**src/rtl/reg_wb_arbiter.sv**
```systemverilog
// Write-back arbiter: merges ALU and buffered LSU results onto the register bank write port and
// tracks destinations of outstanding multi-cycle ops. Optional macro WB_FWD_EN adds write-port forwarding flags.
module reg_wb_arbiter #(
    parameter int ADDR_WIDTH = 5,
    parameter int WORD_WIDTH = 32,
    parameter int N_OF_REGS  = 32,
    parameter int FIFO_DEPTH = 2
) (
    input  logic                  clk,
    input  logic                  rst,
    input  logic                  alu_valid_i,
    input  logic [ADDR_WIDTH-1:0] alu_addr_i,
    input  logic [WORD_WIDTH-1:0] alu_data_i,
    input  logic                  lsu_valid_i,
    output logic                  lsu_ready_o,
    input  logic [ADDR_WIDTH-1:0] lsu_addr_i,
    input  logic [WORD_WIDTH-1:0] lsu_data_i,
    input  logic                  issue_i,
    input  logic [ADDR_WIDTH-1:0] issue_addr_i,
    input  logic [ADDR_WIDTH-1:0] rs1_addr_i,
    input  logic [ADDR_WIDTH-1:0] rs2_addr_i,
    output logic                  hazard_o,
`ifdef WB_FWD_EN
    output logic                  fwd1_o,
    output logic                  fwd2_o,
`endif
    output logic [ADDR_WIDTH-1:0] addr_wd_o,
    output logic [WORD_WIDTH-1:0] wd_o,
    output logic                  wen_o
);

    localparam int PTR_W = $clog2(FIFO_DEPTH);
    localparam int CNT_W = PTR_W + 1;
    localparam logic [PTR_W-1:0]      PTR_ONE   = PTR_W'(1);
    localparam logic [CNT_W-1:0]      CNT_ONE   = CNT_W'(1);
    localparam logic [CNT_W-1:0]      CNT_ZERO  = CNT_W'(0);
    localparam logic [CNT_W-1:0]      CNT_FULL  = CNT_W'(FIFO_DEPTH);
    localparam logic [ADDR_WIDTH-1:0] ZERO_ADDR = {ADDR_WIDTH{1'b0}};
    localparam logic [WORD_WIDTH-1:0] ZERO_WORD = {WORD_WIDTH{1'b0}};

    logic [ADDR_WIDTH-1:0] fifo_addr_r [FIFO_DEPTH];
    logic [WORD_WIDTH-1:0] fifo_data_r [FIFO_DEPTH];
    logic [PTR_W-1:0]      wr_ptr_r;
    logic [PTR_W-1:0]      rd_ptr_r;
    logic [CNT_W-1:0]      count_r;
    logic                  full_s;
    logic                  push_s;
    logic                  pop_s;

    logic                  sel_valid_s;
    logic                  sel_lsu_s;
    logic [ADDR_WIDTH-1:0] sel_addr_s;
    logic [WORD_WIDTH-1:0] sel_data_s;

    logic [ADDR_WIDTH-1:0] addr_wd_r;
    logic [WORD_WIDTH-1:0] wd_r;
    logic                  wen_r;
    logic                  wen_lsu_r;

    logic [N_OF_REGS-1:0]  pending_r;
    logic [N_OF_REGS-1:0]  pending_next_s;
    logic                  fwd1_s;
    logic                  fwd2_s;
    logic                  haz1_s;
    logic                  haz2_s;

    // FIFO handshake: ready depends on occupancy only; the ALU blocks the pop
    always_comb begin
        full_s = (count_r == CNT_FULL);
        push_s = lsu_valid_i && !full_s;
        pop_s  = !alu_valid_i && (count_r != CNT_ZERO);
    end

    // Write-port selection with strict ALU priority
    always_comb begin
        sel_valid_s = 1'b0;
        sel_lsu_s   = 1'b0;
        sel_addr_s  = addr_wd_r;
        sel_data_s  = wd_r;
        if (alu_valid_i) begin
            sel_valid_s = 1'b1;
            sel_addr_s  = alu_addr_i;
            sel_data_s  = alu_data_i;
        end else if (pop_s) begin
            sel_valid_s = 1'b1;
            sel_lsu_s   = 1'b1;
            sel_addr_s  = fifo_addr_r[rd_ptr_r];
            sel_data_s  = fifo_data_r[rd_ptr_r];
        end else begin
            sel_valid_s = 1'b0;
        end
    end

    // FIFO storage
    always_ff @(posedge clk or posedge rst) begin
        if (rst) begin
            for (int i = 0; i < FIFO_DEPTH; i++) begin
                fifo_addr_r[i] <= ZERO_ADDR;
                fifo_data_r[i] <= ZERO_WORD;
            end
        end else if (push_s) begin
            fifo_addr_r[wr_ptr_r] <= lsu_addr_i;
            fifo_data_r[wr_ptr_r] <= lsu_data_i;
        end
    end

    // FIFO pointers and occupancy; pointers wrap naturally at the power-of-two depth
    always_ff @(posedge clk or posedge rst) begin
        if (rst) begin
            wr_ptr_r <= {PTR_W{1'b0}};
            rd_ptr_r <= {PTR_W{1'b0}};
            count_r  <= CNT_ZERO;
        end else begin
            if (push_s) wr_ptr_r <= wr_ptr_r + PTR_ONE;
            if (pop_s)  rd_ptr_r <= rd_ptr_r + PTR_ONE;
            case ({push_s, pop_s})
                2'b10:   count_r <= count_r + CNT_ONE;
                2'b01:   count_r <= count_r - CNT_ONE;
                default: count_r <= count_r;
            endcase
        end
    end

    // Registered write port; x0 is consumed but never enabled
    always_ff @(posedge clk or posedge rst) begin
        if (rst) begin
            addr_wd_r <= ZERO_ADDR;
            wd_r      <= ZERO_WORD;
            wen_r     <= 1'b0;
            wen_lsu_r <= 1'b0;
        end else if (sel_valid_s) begin
            addr_wd_r <= sel_addr_s;
            wd_r      <= sel_data_s;
            wen_r     <= (sel_addr_s != ZERO_ADDR);
            wen_lsu_r <= sel_lsu_s && (sel_addr_s != ZERO_ADDR);
        end else begin
            wen_r     <= 1'b0;
            wen_lsu_r <= 1'b0;
        end
    end

    // Scoreboard update: clear on LSU commit, then set on issue so set wins
    always_comb begin
        pending_next_s = pending_r;
        if (wen_r && wen_lsu_r) begin
            pending_next_s[addr_wd_r] = 1'b0;
        end else begin
            pending_next_s = pending_r;
        end
        if (issue_i && (issue_addr_i != ZERO_ADDR)) begin
            pending_next_s[issue_addr_i] = 1'b1;
        end else begin
            pending_next_s[0] = pending_next_s[0];
        end
    end

    // Scoreboard state
    always_ff @(posedge clk or posedge rst) begin
        if (rst) begin
            pending_r <= {N_OF_REGS{1'b0}};
        end else begin
            pending_r <= pending_next_s;
        end
    end

    // Hazard detection; a forwarded source needs no stall
    always_comb begin
        fwd1_s = 1'b0;
        fwd2_s = 1'b0;
`ifdef WB_FWD_EN
        fwd1_s = wen_r && (addr_wd_r == rs1_addr_i) && (rs1_addr_i != ZERO_ADDR);
        fwd2_s = wen_r && (addr_wd_r == rs2_addr_i) && (rs2_addr_i != ZERO_ADDR);
`endif
        if (rs1_addr_i != ZERO_ADDR) begin
            haz1_s = pending_r[rs1_addr_i] && !fwd1_s;
        end else begin
            haz1_s = 1'b0;
        end
        if (rs2_addr_i != ZERO_ADDR) begin
            haz2_s = pending_r[rs2_addr_i] && !fwd2_s;
        end else begin
            haz2_s = 1'b0;
        end
    end

    assign lsu_ready_o = !full_s;
    assign hazard_o    = haz1_s || haz2_s;
    assign addr_wd_o   = addr_wd_r;
    assign wd_o        = wd_r;
    assign wen_o       = wen_r;
`ifdef WB_FWD_EN
    assign fwd1_o      = fwd1_s;
    assign fwd2_o      = fwd2_s;
`endif

endmodule

```
**config.mk**
```make
export PLATFORM = sky130hd
export DESIGN_NAME = reg_wb_arbiter
export DESIGN_NICKNAME = d
export VERILOG_FILES = /design/src/rtl/reg_wb_arbiter.sv
export SDC_FILE = /design/constraint.sdc
export NUM_CORES = 1
export LEC_CHECK = 0
export CORE_MARGIN = 5
export CORE_UTILIZATION = 52
export CTS_CLUSTER_SIZE = 14
export DETAILED_ROUTE_END_ITERATION = 7
export PLACE_DENSITY = 0.8
export RECOVER_POWER = 100
export SETUP_SLACK_MARGIN = 0.05
export SYNTH_ARGS = -nofsm -noshare
export SYNTH_HDL_FRONTEND = slang
export SYNTH_SLANG_ARGS = --single-unit
```
**constraint.sdc**
```tcl
create_clock -name clk -period 6.3 [get_ports clk]
set_clock_uncertainty 0.1 [all_clocks]
set_input_delay 0.945 -clock clk [delete_from_list [all_inputs] [get_ports clk]]
set_output_delay 0.945 -clock clk [all_outputs]
set_load 0.005 [all_outputs]
```
Yosys cells after proc, flatten, opt, wreduce, memory -nomap -nowiden
Cells that the tools add are included.
{ "word_totals": {"regBits": 149, "latch_bits": 0, "ram_bits": 0, "romBits": 0, "inputBits": 94, "word_cells": 87, "n_memories": 0} }
{ "op_classes": {"addsub": 4, "n_mul": 0, "n_div": 0, "n_lt_le_gt_ge": 9, "n_eq_ne": 3, "shifts": 0, "muxes": 35, "n_bitwise": 5, "reduce_logical": 19} }
{ "op_table": {"columns": ["operator", "count"], "rows": [
  ["$mux W32", 7],
  ["$bwmux W64", 1],
  ["$and A32 B32 Y32", 1],
  ["$demux W32 S1", 1],
  ["$not A32 Y32", 1],
  ["$or A32 B32 Y32", 1],
  ["$mux W31", 1],
  ["$mux W5", 6],
  ["$lt A5 B6 Y1 const B", 4],
  ["$reduce_bool A5 Y1", 4],
  ["$mux W1", 12],
  ["$bmux W1 S5", 2],
  ["$bwmux W10", 1],
  ["$demux W1 S5", 2],
  ["$ge A5 B1 Y1 const B", 2],
  ["$logic_and A1 B1 Y1", 8],
  ["$reduce_bool A2 Y1", 3],
  ["$demux W5 S1", 1],
  ["$eq A2 B2 Y1 const B", 2],
  ["$ge A2 B2 Y1 const B", 2],
  ["$not A1 Y2", 2],
  ["$pmux W2 S2", 1],
  ["$add A1 B1 Y1 const B", 2],
  ["$add A2 B1 Y2 const B", 1],
  ["6 further kinds", 7]
]} }

Logic depth before layout (Yosys ltp)
{ "logic_depth": {"ltp_word": 9, "mapped_depth": 8} }

Worst setup path after synthesis
No wires, ideal clock.
{ "synth_timing": {"path_kind": "input to output", "start": "in rs1_addr_i[0]", "end": "out hazard_o", "t_arrival_ns": 2.177, "required_ns": 5.255, "path_slack_ns": 3.078, "stages": 5, "path_cell_list": "buf_2 > mux4_2 > mux2_2 > o211ai_1 > nand4_1"} }
{ "synth_via": {"elab_chain_len": 4, "word_cells_on_any_way": 5} }
{ "synth_rtl": {"columns": ["item", "line", "rtl"], "rows": [
  ["from (decl)", "20", "input logic [ADDR_WIDTH-1:0] rs1_addr_i,"],
  ["$bmux W1 S5", "175", "haz1_s = pending_r[rs1_addr_i] && !fwd1_s;"],
  ["$mux W1 (implied by the code)", "175", null],
  ["$mux W1 (*)", "174", "if (rs1_addr_i != ZERO_ADDR) begin"],
  ["$logic_or A1 B1 Y1 (*)", "187", "assign hazard_o = haz1_s || haz2_s;"],
  ["to (decl)", "22", "output logic hazard_o,"]
]} }
Every way passes the cells marked *; elsewhere a longest branch is shown, timed or not. The select of a mux whose other input is x is not followed.

Worst setup path after layout
{ "layout_timing": {"start": "in rs2_addr_i[0]", "end": "out hazard_o"} }
{ "layout_via": {"elab_chain_len": 4, "word_cells_on_any_way": 5} }
{ "layout_rtl": {"columns": ["item", "line", "rtl"], "rows": [
  ["from (decl)", "21", "input logic [ADDR_WIDTH-1:0] rs2_addr_i,"],
  ["$bmux W1 S5", "180", "haz2_s = pending_r[rs2_addr_i] && !fwd2_s;"],
  ["$mux W1 (implied by the code)", "180", null],
  ["$mux W1 (*)", "179", "if (rs2_addr_i != ZERO_ADDR) begin"],
  ["$logic_or A1 B1 Y1 (*)", "187", null]
]} }
Marks and branches as above.

==> impl_metrics.ini <==
[timing]
fin_crit_ns = 4.54
finalSetupTns_ns = 0
tightest_slew_ns = 3.85
grt_setup_unrepaired = no
max_freq_mhz = 220
setup_viol = 0
fin_crit_sh_pct = 72.0
slew_viol_final = 273
worst_slack_ns = 1.76
finalHoldViolCount = 0
slew_headroom_pct = -158

[worst_setup_path]
crit_chain = dlygate4sd3_1, mux2i_1, a221oi_1, o21ai_0, a221o_1, nand4_1, clkdlybuf4s50_1
cp.required_ns = 5.25
cp_slowest_cell = dlygate4sd3_1
critPathKind = in2out
crit_path_start_kind = input pin
rr_worst_depth = 6
worstSetupEndpointType = output pin
worst-path-max-fanout = 11
arrival_ns = 3.49
slowest_delay_ns = 0.93

[power]
pwr_density_cell_nw_per_um2 = 478
vdd_ir_drop_max_mv = 0.278
p_leak_nw = 3.68
power_mw = 4.26

[outcome]
violations = capacitance limit, slew limit
run_status = finished with violations

[grt]
grt_max_degree = 92
grt_pass1_vias = 5545
antenna_found_initial = 0
grt_overflow = 0
grt_util_all_layers_pct = 22.4
grt_pass1_wl_um = 28600

[clocking]
cts_max_level = 4
numClockSinks = 149
cts_setup_buffers = 0
hold_buffers = 0
clk_pin_slew_worst_paths_ns = 0.05
ctsRootBufferMaster = clkbuf_16
post_cts_resized = 0
cts_made_buffers = 17
cts_tree = yes
cts_buffer_depth = 2
insertion_delay_ns = 0.41

[layout]
final_cell_mix = dfrtp_1, o21ai_0, clkdlybuf4s50_1, mux2_2
mostFrequentLayoutCell = dfrtp_1
area_growth_pct = 28.7
stdcell_area_um2 = 8920
layout.cells.non_filler = 906
fillers = 986
drive_gt1_share_pct = 17.9
insertedDiodeCount = 0
nets = 812

[routing]
drt-initial-drc-count = 463
via_per_inst = 5.74
wire_per_inst_um = 18.8
drc_errors = 0
wirelength_um = 17100
vias = 5200
drt-pass1-iter-count = 5
postRouteAntennaNets = 0

[synthesis]
ys_types = 45
post_synth.cell_area_avg_um2 = 11.6
synth-async-reset-ratio_pct = 100
synth-edff-count = 0
syn_inst = 596
synth-seq-cells = 149
synthTopCellsByArea = dfrtp_1, mux2_2, o21ai_0
yosysWarningCount = 0
yosysSeqAreaShare_pct = 53.8
yosysTopAreaCellShare_pct = 53.8
ys.flop_type = dfrtp_1
synthesis.area_um2 = 6930
yosys.area.top_type = dfrtp_1
synth_nets = 691

[floorplanning]
coreArea_um2 = 13100
core.rowCount = 42
die_area_um2 = 15700
die_h_um = 125
die_w_um = 125
start_util_pct = 52.7
ios = 134

[placed_design]
dpl.hpwl_um = 11900
dp_cells = 874
io_buffers = 133
place.gp.congestion = 0.942
dp_worst_setup_slack_ns = 1.83
placed_cell_area_um2 = 8360

[hold_path]
min_path_type = reg2reg
min_delay_path_depth = 1

[flow_run]
max_cap_violations = 5
==> synthesized netlist by cell type (4+ instances only) <==
cell type,instances
dfrtp_1,149
buf_2,13
nand3b_1,8
mux4_2,13
a21oi_1,32
clkbuf_1,18
nand3_1,4
nand2_1,42
inv_1,4
nor2_1,44
mux2i_1,43
mux2_2,78
o21ai_0,95
==> cell families after synthesis <==
group / count (synthesis) / synth area share [%]
buffers and inverters: 39 / 2.67
adders and majority gates: 1 / 0.181
DFF: 149 / 53.8
xor gates and xnor gates: 5 / 0.632
and+or+nand+nor: 122 / 8.22
muxes: 135 / 23.3
AOI/OAI and AO/OA: 145 / 11.2
==> metrics by stage <==
step,hold WS [ns],util [%]
after global routing,0.417,67.9
after global placement,0.383,63.6
final,0.400,67.9
after detailed placement,0.394,63.6
after floorplan,0.357,-
after CTS,0.406,68.1
==> area by class of cell <==
type / count / area [um2] / area share (%)
clock buffers: 25 / 515 / 5.78
clock inverters: 7 / 68.8 / 0.772
inverters: 4 / 16.3 / 0.182
multi-input cells: 408 / 3020 / 33.9
flip-flops and latches: 149 / 3730 / 41.8
well taps: 176 / 220 / 2.47
repair buffers: 137 / 1350 / 15.1
==> worst max-delay path, delay by kind of cell <==
| kind | cells | cell delay, ns |
|---|---|---|
| AOI/OAI and AO/OA | 3 | 0.88 |
| buffers and inverters | 2 | 1.43 |
| muxes | 1 | 0.16 |
| and+or+nand+nor | 1 | 0.08 |
==> flip-flops by register name, indices dropped and copies added, names as in the netlist <==
register     flops
addr_wd_o        5
count_r          2
fifo_addr_r     10
fifo_data_r     64
pending_r       32
rd_ptr_r         1
wd_o            32
wen_lsu_r        1
wen_o            1
wr_ptr_r         1
==> path summary, 6_finish.rpt <==
| path | endpoint | startpoint | slack, ns |
|---|---|---|---|
| max | hazard_o | rs2_addr_i[0] | 1.76 |
| min | fifo_addr_r[8]$_DFFE_PP0P_ | fifo_addr_r[8]$_DFFE_PP0P_ | 0.40 |
| max reg2reg | wen_lsu_r$_DFF_PP0_ | rd_ptr_r$_DFFE_PP0N_ | 2.20 |
| min reg2reg | fifo_addr_r[8]$_DFFE_PP0P_ | fifo_addr_r[8]$_DFFE_PP0P_ | 0.40 |
| max in group asynchronous | pending_r[28]$_DFF_PP0_ | rst | 2.07 |
| min in group asynchronous | addr_wd_o[2]$_DFFE_PP0P_ | rst | 2.03 |
==> report_power, final <==
group	internal, mW	switching [mW]
clock	0.605	0.366
sequential	1.41	0.315
combinational	0.867	0.701
==> metal layers <==
layer,track usage (%),share of wire (%),wire length (um),up-vias
met2,36.2,49,8440,193
met3,7.85,8.0,1360,25
met5,0,0,0,-
met1,28.8,41,7020,2587
met4,6.25,1.4,241,0
li1,-,-,-,2395
(Power assumes the default switching activity.)
==> patch, RTL diff (same flow settings) <==
Build with the macro `WB_FWD_EN` defined.
--- a/src/rtl/reg_wb_arbiter.sv
+++ b/src/rtl/reg_wb_arbiter.sv
@@ -1,5 +1,7 @@
 // Write-back arbiter: merges ALU and buffered LSU results onto the register bank write port and
 // tracks destinations of outstanding multi-cycle ops. Optional macro WB_FWD_EN adds write-port forwarding flags.
+`define WB_FWD_EN
+
 module reg_wb_arbiter #(
     parameter int ADDR_WIDTH = 5,
     parameter int WORD_WIDTH = 32,
Function (old outputs only; new: fwd1_o and fwd2_o): changed (a bounded check fails within 4 cycles, from zero or initial values and one cycle with rst high).
==> patch against the unedited design <==
- the flow still finishes with violations (max-capacitance violations, max-slew violations)
- clock power fell by 1%
- sequential cell count stayed put
- power increased by 0.51%
- final area increased by 1.2%
- setup slack got worse by 0.088 ns
- routed wire length is 2.7% higher
- final cell count increased by 1.5%
- synthesized area increased by 1.9%
- critical endpoint unchanged
- highest routed layer unchanged
==> patch: results (changes against the unedited design) <==
crit_slowest_cell: "dlygate4sd3_1"  # unchanged
dp_hpwl_mm: 12.0  # was 11.9 mm
power_switching_mw: 1.40  # was 1.38 mW
firstDrtPassIters: 5  # unchanged
grt.total_usage_pct: 22.4  # about the same
synth.area.top_cells: "dfrtp_1 53%, mux2_2 12%, o21ai_0 6.8%"  # was dfrtp_1 54%, mux2_2 13%, o21ai_0 6.9%
antenna_found_initial: 0  # unchanged
io_buffer_count: 135  # was 133
clk_pin_slew_ns: 0.05  # about the same
yosys_warnings: 0  # unchanged
synth.distinct_cells: 42  # was 45
post_cts.repair.setup_buffers: 0  # unchanged
rrSetupSlack_ns: 2.30  # was 2.20 ns
violations: "max-capacitance violations, max-slew violations"  # unchanged
synthTopCellsByCount: "149 x dfrtp_1, 96 x o21ai_0, 78 x mux2_2"  # was 149 x dfrtp_1, 95 x o21ai_0, 78 x mux2_2
outcome: "complete, but fails checks"  # unchanged
cts_root_buffer: "clkbuf_16"  # unchanged
gp_congestion: 0.994  # was 0.942
wl_per_cell_um: 19.0  # was 18.8 um
clkLatencyLatePin_ns: 0.42
cts.path.max_buffers: 2  # unchanged
finalNetCount: 825  # was 812
fin_ws_ns: 1.67  # was 1.76 ns
largest_reg_flops: 64  # unchanged
async_flop_share_pct: 100  # unchanged
cts_resized: 0  # unchanged
cts_max_level: 4  # unchanged
cts_buffers: 17  # unchanged
syn_nets: 706  # was 691
drt-initial-drc-count: 373  # was 463
leakage_nw: 3.71  # was 3.68 nW
via_per_inst: 5.86  # was 5.74
peakVddDrop_mv: 0.242  # was 0.278 mV
drive_gt1_share_pct: 17.2  # was 17.9%
grt_max_degree: 90  # was 92
crit_fanout: 11  # unchanged
ys_seq_area_share_pct: 52.8  # was 53.8%
drv_cap: 5  # unchanged
grt_pass1_wl_mm: 28.6  # about the same
finalMaxSlewViolations: 265  # was 273
slowest_delay_ns: 0.89  # was 0.93 ns
regMostFlops: "fifo_data_r"  # unchanged
worstPathArrival_ns: 3.58  # was 3.49 ns
synthFlopType: "dfrtp_1"  # unchanged
worstMarginPinSlew_ns: 3.92  # was 3.85 ns
hold_class: "reg -> reg"  # unchanged
grt_pass1_vias: 5636  # was 5545
[patch: logic make-up after synthesis]
kind of cell | synth area share, %
DFF | 52.8
AOI/OAI and AO/OA | 10.4
muxes | 23.3
and+or+nand+nor | 8.85
buffers and inverters | 2.59
xor gates and xnor gates | 1.86
adders and majority gates | 0.177
[patch: area by class of cell]
cell class | count | area, um2
multi-input cells | 423 | 3140
fillers | 992 | 4270
inverters | 1 | 5.00
well taps | 176 | 220
flip-flops and latches | 149 | 3730
clock inverters | 3 | 40.0
diodes | 1 | 2.50
clock buffers | 29 | 520
repair buffers | 138 | 1370
[patch: layer usage]
metal / vias up / global-route usage (%) / part of all wire (%)
met1: 2700 / 28.6 / 40
met3: 40 / 7.27 / 8.9
met5: - / 0 / 0
li1: 2431 / - / -
met2: 220 / 36.0 / 49
met4: 0 / 7.82 / 2.3
[patch: stage by stage]
stage | cell area (um2) | cells | power, mW | hold WS [ns] | util, %
3_3_place_gp | 8490 | 887 | 3.28 | 0.383 | 63.9
4_1_cts | 9050 | 919 | 4.34 | 0.407 | 68.1
3_5_place_dp | 8490 | 887 | 3.36 | 0.394 | 63.9
2_1_floorplan | 7060 | 611 | 2.76 | 0.371 | -
5_1_grt | 9020 | 919 | 4.56 | 0.416 | 67.9
6_report | 9030 | 920 | 4.28 | 0.402 | 67.9
[patch: worst max-delay path, delay by kind of cell]
family,cells,cell delay [ns]
AOI/OAI and AO/OA,1,0.10
and+or+nand+nor,1,0.13
muxes,2,1.06
buffers and inverters,2,1.34
[patch: path summary, 6_finish.rpt]
check	from	end	depth (start not counted)
hold reg to reg	fifo_data_r[54]	fifo_data_r[54]	1
hold / removal	fifo_data_r[54]	fifo_data_r[54]	1
max in group asynchronous	rst	fifo_data_r[28]	3
min in group asynchronous	rst	fifo_data_r[24]	2
setup / recovery	rs2_addr_i[0]	hazard_o	6
setup reg to reg	count_r[0]	fifo_data_r[39]	4
[patch: power groups by stage]
| stage | registers, mW | logic, mW | clock network [mW] |
|---|---|---|---|
| 6_report | 1.81 | 1.51 | 0.959 |
| 5_1_grt | 1.86 | 1.68 | 1.02 |
| 4_1_cts | 1.82 | 1.55 | 0.969 |
| 3_5_place_dp | 1.83 | 1.53 | 0 |
| 3_3_place_gp | 1.80 | 1.48 | 0 |
| 2_1_floorplan | 1.61 | 1.15 | 0 |
